<file path="config.mk">
export PLATFORM = sky130hd
export DESIGN_NAME = mac_send
export DESIGN_NICKNAME = d
export VERILOG_FILES = /design/src/rtl/mac_send.sv
export SDC_FILE = /design/constraint.sdc
export NUM_CORES = 1
export LEC_CHECK = 0
export CORE_ASPECT_RATIO = 1.4
export CORE_MARGIN = 2
export CORE_UTILIZATION = 32
export CTS_CLUSTER_DIAMETER = 80
export CTS_CLUSTER_SIZE = 12
export DETAILED_ROUTE_END_ITERATION = 10
export GPL_ROUTABILITY_DRIVEN = 0
export GPL_TIMING_DRIVEN = 0
export PLACE_DENSITY = 0.55
export SYNTH_ARGS = -nofsm -noshare
export SYNTH_HDL_FRONTEND = slang
export SYNTH_SLANG_ARGS = --single-unit
</file>
<file path="constraint.sdc">
create_clock -name tx_clock -period 3.35 [get_ports tx_clock]
set_input_delay 0.5025 -clock tx_clock [delete_from_list [all_inputs] [get_ports tx_clock]]
set_output_delay 0.5025 -clock tx_clock [all_outputs]
set_load 0.05 [all_outputs]
</file>
<file path="src/rtl/mac_send.sv">
// mac_send: Ethernet transmit framer arbitrating between ARP and UDP clients.
// Adds preamble/SFD, MAC header, zero padding and CRC-32 FCS, then holds the IFG.
module mac_send #(
    parameter int MAX_PAYLOAD = 1502,
    parameter int MIN_PAYLOAD = 48,
    parameter int IFG_BYTES   = 12
) (
    input  logic        tx_clock,
    input  logic        reset_n,
    input  logic [47:0] local_mac,
    input  logic        arp_tx_request,
    input  logic        arp_tx_active,
    input  logic [7:0]  arp_tx_data,
    input  logic [47:0] arp_destination_mac,
    output logic        arp_tx_enable,
    input  logic        udp_tx_request,
    input  logic        udp_tx_active,
    input  logic [7:0]  udp_tx_data,
    input  logic [47:0] udp_destination_mac,
    output logic        udp_tx_enable,
    output logic [7:0]  phy_tx_data,
    output logic        phy_tx_en,
    output logic        busy,
    output logic        frame_err
);
    typedef enum logic [2:0] {
        IDLE, PREAMBLE, DEST, SRC, PAYLOAD, PAD, FCS, IFG
    } state_t;

    localparam logic [10:0] MAX_C = 11'(MAX_PAYLOAD);
    localparam logic [10:0] MIN_C = 11'(MIN_PAYLOAD);
    localparam logic [10:0] IFG_C = 11'(IFG_BYTES);

    state_t      state_q;
    logic [10:0] cnt_q;
    logic [31:0] crc_q;
    logic [47:0] dst_q;
    logic [47:0] src_q;
    logic        sel_q;
    logic [7:0]  data_q;
    logic        en_q;
    logic        busy_q;
    logic        ferr_q;
    logic        arp_en_q;
    logic        udp_en_q;

    logic        act_w;
    logic [7:0]  byte_w;
    logic [10:0] cnt_inc;
    logic [31:0] fcs_w;
    logic [7:0]  fcs_byte;

    function automatic logic [31:0] crc_next(input logic [31:0] c,
                                             input logic [7:0]  d);
        logic [31:0] r;
        r = c ^ {24'h0, d};
        for (int i = 0; i < 8; i++)
            r = r[0] ? ((r >> 1) ^ 32'hEDB8_8320) : (r >> 1);
        return r;
    endfunction

    assign act_w   = sel_q ? udp_tx_active : arp_tx_active;
    assign byte_w  = sel_q ? udp_tx_data : arp_tx_data;
    assign cnt_inc = cnt_q + 11'd1;
    assign fcs_w   = ~crc_q;

    always_comb begin
        fcs_byte = fcs_w[7:0];
        unique case (cnt_q[1:0])
            2'd0: fcs_byte = fcs_w[7:0];
            2'd1: fcs_byte = fcs_w[15:8];
            2'd2: fcs_byte = fcs_w[23:16];
            2'd3: fcs_byte = fcs_w[31:24];
        endcase
    end

    // Each state decides the byte registered onto the PHY at the coming edge.
    always_ff @(posedge tx_clock) begin
        if (!reset_n) begin
            state_q  <= IDLE;
            cnt_q    <= '0;
            crc_q    <= '1;
            dst_q    <= '0;
            src_q    <= '0;
            sel_q    <= 1'b0;
            data_q   <= '0;
            en_q     <= 1'b0;
            busy_q   <= 1'b0;
            ferr_q   <= 1'b0;
            arp_en_q <= 1'b0;
            udp_en_q <= 1'b0;
        end else begin
            arp_en_q <= 1'b0;
            udp_en_q <= 1'b0;
            ferr_q   <= 1'b0;
            unique case (state_q)
                IDLE: begin
                    en_q   <= 1'b0;
                    data_q <= 8'h00;
                    if (arp_tx_request || udp_tx_request) begin
                        sel_q   <= ~arp_tx_request;
                        dst_q   <= arp_tx_request ? arp_destination_mac
                                                  : udp_destination_mac;
                        src_q   <= local_mac;
                        crc_q   <= '1;
                        en_q    <= 1'b1;
                        data_q  <= 8'h55;
                        busy_q  <= 1'b1;
                        cnt_q   <= 11'd1;
                        state_q <= PREAMBLE;
                    end
                end
                PREAMBLE: begin
                    data_q <= (cnt_q == 11'd7) ? 8'hD5 : 8'h55;
                    cnt_q  <= cnt_inc;
                    if (cnt_q == 11'd7) begin
                        cnt_q   <= '0;
                        state_q <= DEST;
                    end
                end
                DEST: begin
                    data_q <= dst_q[47:40];
                    crc_q  <= crc_next(crc_q, dst_q[47:40]);
                    dst_q  <= dst_q << 8;
                    cnt_q  <= cnt_inc;
                    if (cnt_q == 11'd5) begin
                        cnt_q   <= '0;
                        state_q <= SRC;
                    end
                end
                SRC: begin
                    data_q <= src_q[47:40];
                    crc_q  <= crc_next(crc_q, src_q[47:40]);
                    src_q  <= src_q << 8;
                    cnt_q  <= cnt_inc;
                    if (cnt_q == 11'd5) begin
                        cnt_q    <= '0;
                        arp_en_q <= ~sel_q;
                        udp_en_q <= sel_q;
                        state_q  <= PAYLOAD;
                    end
                end
                PAYLOAD: begin
                    if (act_w) begin
                        data_q <= byte_w;
                        crc_q  <= crc_next(crc_q, byte_w);
                        cnt_q  <= cnt_inc;
                        if (cnt_inc == MAX_C) begin
                            ferr_q  <= 1'b1;
                            cnt_q   <= '0;
                            state_q <= FCS;
                        end
                    end else if (cnt_q >= MIN_C) begin
                        // No padding needed: first FCS byte goes out now.
                        data_q  <= fcs_w[7:0];
                        cnt_q   <= 11'd1;
                        state_q <= FCS;
                    end else begin
                        data_q  <= 8'h00;
                        crc_q   <= crc_next(crc_q, 8'h00);
                        cnt_q   <= cnt_inc;
                        state_q <= PAD;
                        if (cnt_inc == MIN_C) begin
                            cnt_q   <= '0;
                            state_q <= FCS;
                        end
                    end
                end
                PAD: begin
                    data_q <= 8'h00;
                    crc_q  <= crc_next(crc_q, 8'h00);
                    cnt_q  <= cnt_inc;
                    if (cnt_inc == MIN_C) begin
                        cnt_q   <= '0;
                        state_q <= FCS;
                    end
                end
                FCS: begin
                    data_q <= fcs_byte;
                    cnt_q  <= cnt_inc;
                    if (cnt_q[1:0] == 2'd3) begin
                        cnt_q   <= '0;
                        state_q <= IFG;
                    end
                end
                IFG: begin
                    en_q   <= 1'b0;
                    data_q <= 8'h00;
                    cnt_q  <= cnt_inc;
                    if (cnt_q == IFG_C) begin
                        cnt_q   <= '0;
                        busy_q  <= 1'b0;
                        state_q <= IDLE;
                    end
                end
            endcase
        end
    end

    assign phy_tx_data   = data_q;
    assign phy_tx_en     = en_q;
    assign busy          = busy_q;
    assign frame_err     = ferr_q;
    assign arp_tx_enable = arp_en_q;
    assign udp_tx_enable = udp_en_q;
endmodule

</file>
==> reports/metrics.csv <==
metric;value;unit
setup_viol;0;
skew;12.68;ps
clockBufferDepth;2;
startpoint_type;flop;
numCtsBuffers;17;
critPathSlowestCell;xnor2_1;
wl_per_cell;20.48;um
route.vias.total;11369;
dr.pass1.iters;9;
power_density;1178;mW/mm2
num_io_pins;179;
gr-usage-all-layers;22.97;%
synth_edf_count;0;
rows;81;
setup.worst_path.start;crc_q[7]$_SDFFE_PN1P_;
clkLatencyLatePin;450;ps
drc;0;
max_slew_margin;30.08;%
muxShareOfSynthArea;6.421;%
hold_class;flop to flop;
rsz0062_at_grt;false;
fp.dieArea;0.03730;mm2
num_antenna_cells;0;
antenna_found_initial;0;
dp_cells;2075;
fmax;312.5;MHz
fin_cells;2106;
synth_fa_ha_area_share;0.8751;%
worst_pin_slew;1041;ps
criticalPathCategory;flop to flop;
fin_area;0.01442;mm2
ir_drop;0.0006006;V
hold_ws;457.6;ps
p_leak;5.253;nW
fin_util;41.11;%
cts_tree;yes;
yosysTopAreaCellShare;27.30;%
dpl_cell_area;0.01378;mm2
critPathMaxStageDelay;780;ps
finalCritPeriodShare;95.52;%
synth_cells;1442;
synth-simple-area-share;16.13;%
r2r_end;crc_q[20]$_SDFFE_PN1P_;
syn2layout_area_growth;26.03;%
synth.most_common_cell;nand2_1;
endpoint_kind;flop;
worstPathArrival;3540;ps
synthTopCellsByCount;nand2_1 (241), xnor2_1 (195), dfxtp_1 (156), nor2_1 (142), a21oi_1 (98);
core-area;0.03507;mm2
ys_top_cells_by_area;dfxtp_1 (27%), xnor2_1 (15%), nand2_1 (7.9%);
drive_gt1_share;5.939;%
ys_types;70;
synth_top_family_by_area;XOR/XNOR gates;
yosys.area.top_type;dfxtp_1;
postSynth.asyncResetShare;0;%
viasPerCell;5.398;
layout.nets;1811;
yosys_register_bits;156;
syn_area_per_cell;7.932;um2
grt-ovfl-total;0;
initial_core_util;32.62;%
cts-root-buf;clkbuf_16;
ant_nets;0;
required;3690;ps
chipHeight;227.7;um
period_needed;3200;ps
die_w;163.8;um
r2r-start;crc_q[7]$_SDFFE_PN1P_;
synth_xor_area_share;23.66;%
rrSetupSlack;150;ps
htree_levels;4;
port_buffers;177;
ys.flop_type;dfxtp_1;
fill_cells;3709;
first_iter_violations;940;
path_max_fanout;10;
ys_warn_count;0;
drt_wl_total;43130;um
clk_pin_slew;70;ps
crit_chain;buf_2 > xor2_1 > buf_2 > xnor2_1 > xnor2_1 > xnor2_1 > a221oi_1 > o21ai_0 > o22a_1;
syn-num-nets;1616;
synth_compound_area_share;20.33;%
hold_viol_final;0;
syn_area;0.01144;mm2
worstHoldStart;dst_q[34]$_SDFFE_PN0P_;
ys_seq_area_share;27.30;%
crit_end;crc_q[20]$_SDFFE_PN1P_;
dp_hpwl;33740;um
slew_violations;0;
reg2regPathDepth;9;
crit_top_cell;xnor2_1;
drv_cap;0;
cts.sinks;156;
status;finished clean;
grt_pass1_wl;65490;um
grt_start_max_net_pins;17;
grt_pass1_vias;11188;
[worst min path at each step]
| stage | cells after the start | to | slack, ps |
|---|---|---|---|
| 2_1_floorplan | 2 | dst_q[16]$_SDFFE_PN0P_ | 430 |
| 3_3_place_gp | 2 | dst_q[30]$_SDFFE_PN0P_ | 440 |
| 3_5_place_dp | 2 | dst_q[45]$_SDFFE_PN0P_ | 450 |
| 4_1_cts | 2 | dst_q[45]$_SDFFE_PN0P_ | 460 |
| 5_1_grt | 2 | dst_q[42]$_SDFFE_PN0P_ | 470 |
| 6_report | 2 | dst_q[42]$_SDFFE_PN0P_ | 460 |
[timing repair]
| item | in CTS | in global routing |
|---|---|---|
| setup endpoints to repair | 2 | 19 |
| gates resized for setup | 1 | 6 |
| endpoints found under the hold margin | 0 | 0 |
| hold buffers | 0 | 0 |
| setup buffers | 0 | 0 |
[placed cells by master (no fill, tap or decap), drive strengths merged, types with 5 or more instances in the layout]
| master | Yosys | layout |
|---|---|---|
| nand2 | 241 | 241 |
| xnor2 | 219 | 219 |
| clkdlybuf4s50 | 0 | 177 |
| dfxtp | 156 | 156 |
| nor2 | 142 | 142 |
| clkbuf | 89 | 107 |
| a21oi | 99 | 99 |
| mux2i | 69 | 69 |
| o211ai | 57 | 57 |
| xor2 | 56 | 56 |
| a311oi | 40 | 40 |
| inv | 28 | 36 |
| o21ai | 31 | 31 |
| buf | 29 | 29 |
| a211oi | 21 | 21 |
| o22ai | 20 | 20 |
| nand3 | 20 | 20 |
| a31oi | 15 | 15 |
| a221oi | 11 | 11 |
| o221ai | 8 | 8 |
| ha | 8 | 8 |
| nor3 | 7 | 7 |
| nand4 | 7 | 7 |
| nor4 | 6 | 6 |
| o32a | 5 | 5 |
| a22oi | 5 | 5 |
[power breakdown]
| part | switching, mW | internal [mW] |
|---|---|---|
| Clock | 0.947 | 1.18 |
| Sequential | 0.418 | 2.46 |
| Combinational | 6.98 | 4.99 |
| Total | 8.34 | 8.63 |
[metrics by stage]
| step | setup WS [ps] | setup TNS, ps | total power [mW] |
|---|---|---|---|
| after floorplan | 895.3 | 0 | 11.84 |
| after global placement | -126.5 | -334.7 | 14.55 |
| after detailed placement | -112.5 | -301.7 | 14.60 |
| after CTS | 121.1 | 0 | 16.77 |
| after global routing | 39.86 | 0 | 17.98 |
| final | 150.2 | 0 | 16.98 |
[routing by layer]
layer	routed length, um	part of all wire [%]	up-vias	track usage [%]
met5	0	0	-	0
met4	2423	5.6	0	12.99
met3	2956	6.9	128	4.232
met2	20840	48	534	39.23
met1	16910	39	5327	26.65
li1	-	-	5380	-
[state kept, by name, indices dropped and copies added (netlist names)]
| signal | cells |
|---|---|
| dst_q | 48 |
| src_q | 48 |
| crc_q | 32 |
| cnt_q | 11 |
| phy_tx_data | 8 |
| state_q | 3 |
| arp_tx_enable | 1 |
| busy | 1 |
| frame_err | 1 |
| phy_tx_en | 1 |
| sel_q | 1 |
| udp_tx_enable | 1 |
[cell families after synthesis]
family	count (synthesis)
buffers and inverters	147
XOR/XNOR	277
multiplexers	70
AO/OA/AOI/OAI	336
flip-flops	156
AND/OR/NAND/NOR	448
adder cells (fa/ha/maj)	8
[worst max-delay path, delay by kind of cell, from the launching register on]
family	cells	cell delay, ps
xor gates and xnor gates	4	1540
AOI/OAI and AO/OA	3	640
buffers and inverters	2	600
DFF	1	300
[area by class of cell]
type                            instances  area (um2)  area share [%]
Buffer                                117       494.2           3.428
Tap cell                              456       570.5           3.958
Clock inverter                         13       172.7           1.198
Sequential cell                       156        3123           21.66
Multi-Input combinational cell       1139        7722           53.57
Timing Repair Buffer                  177        1772           12.29
Clock buffer                           19       452.9           3.142
Inverter                               29       108.9          0.7551
(Power assumes the default switching activity.)
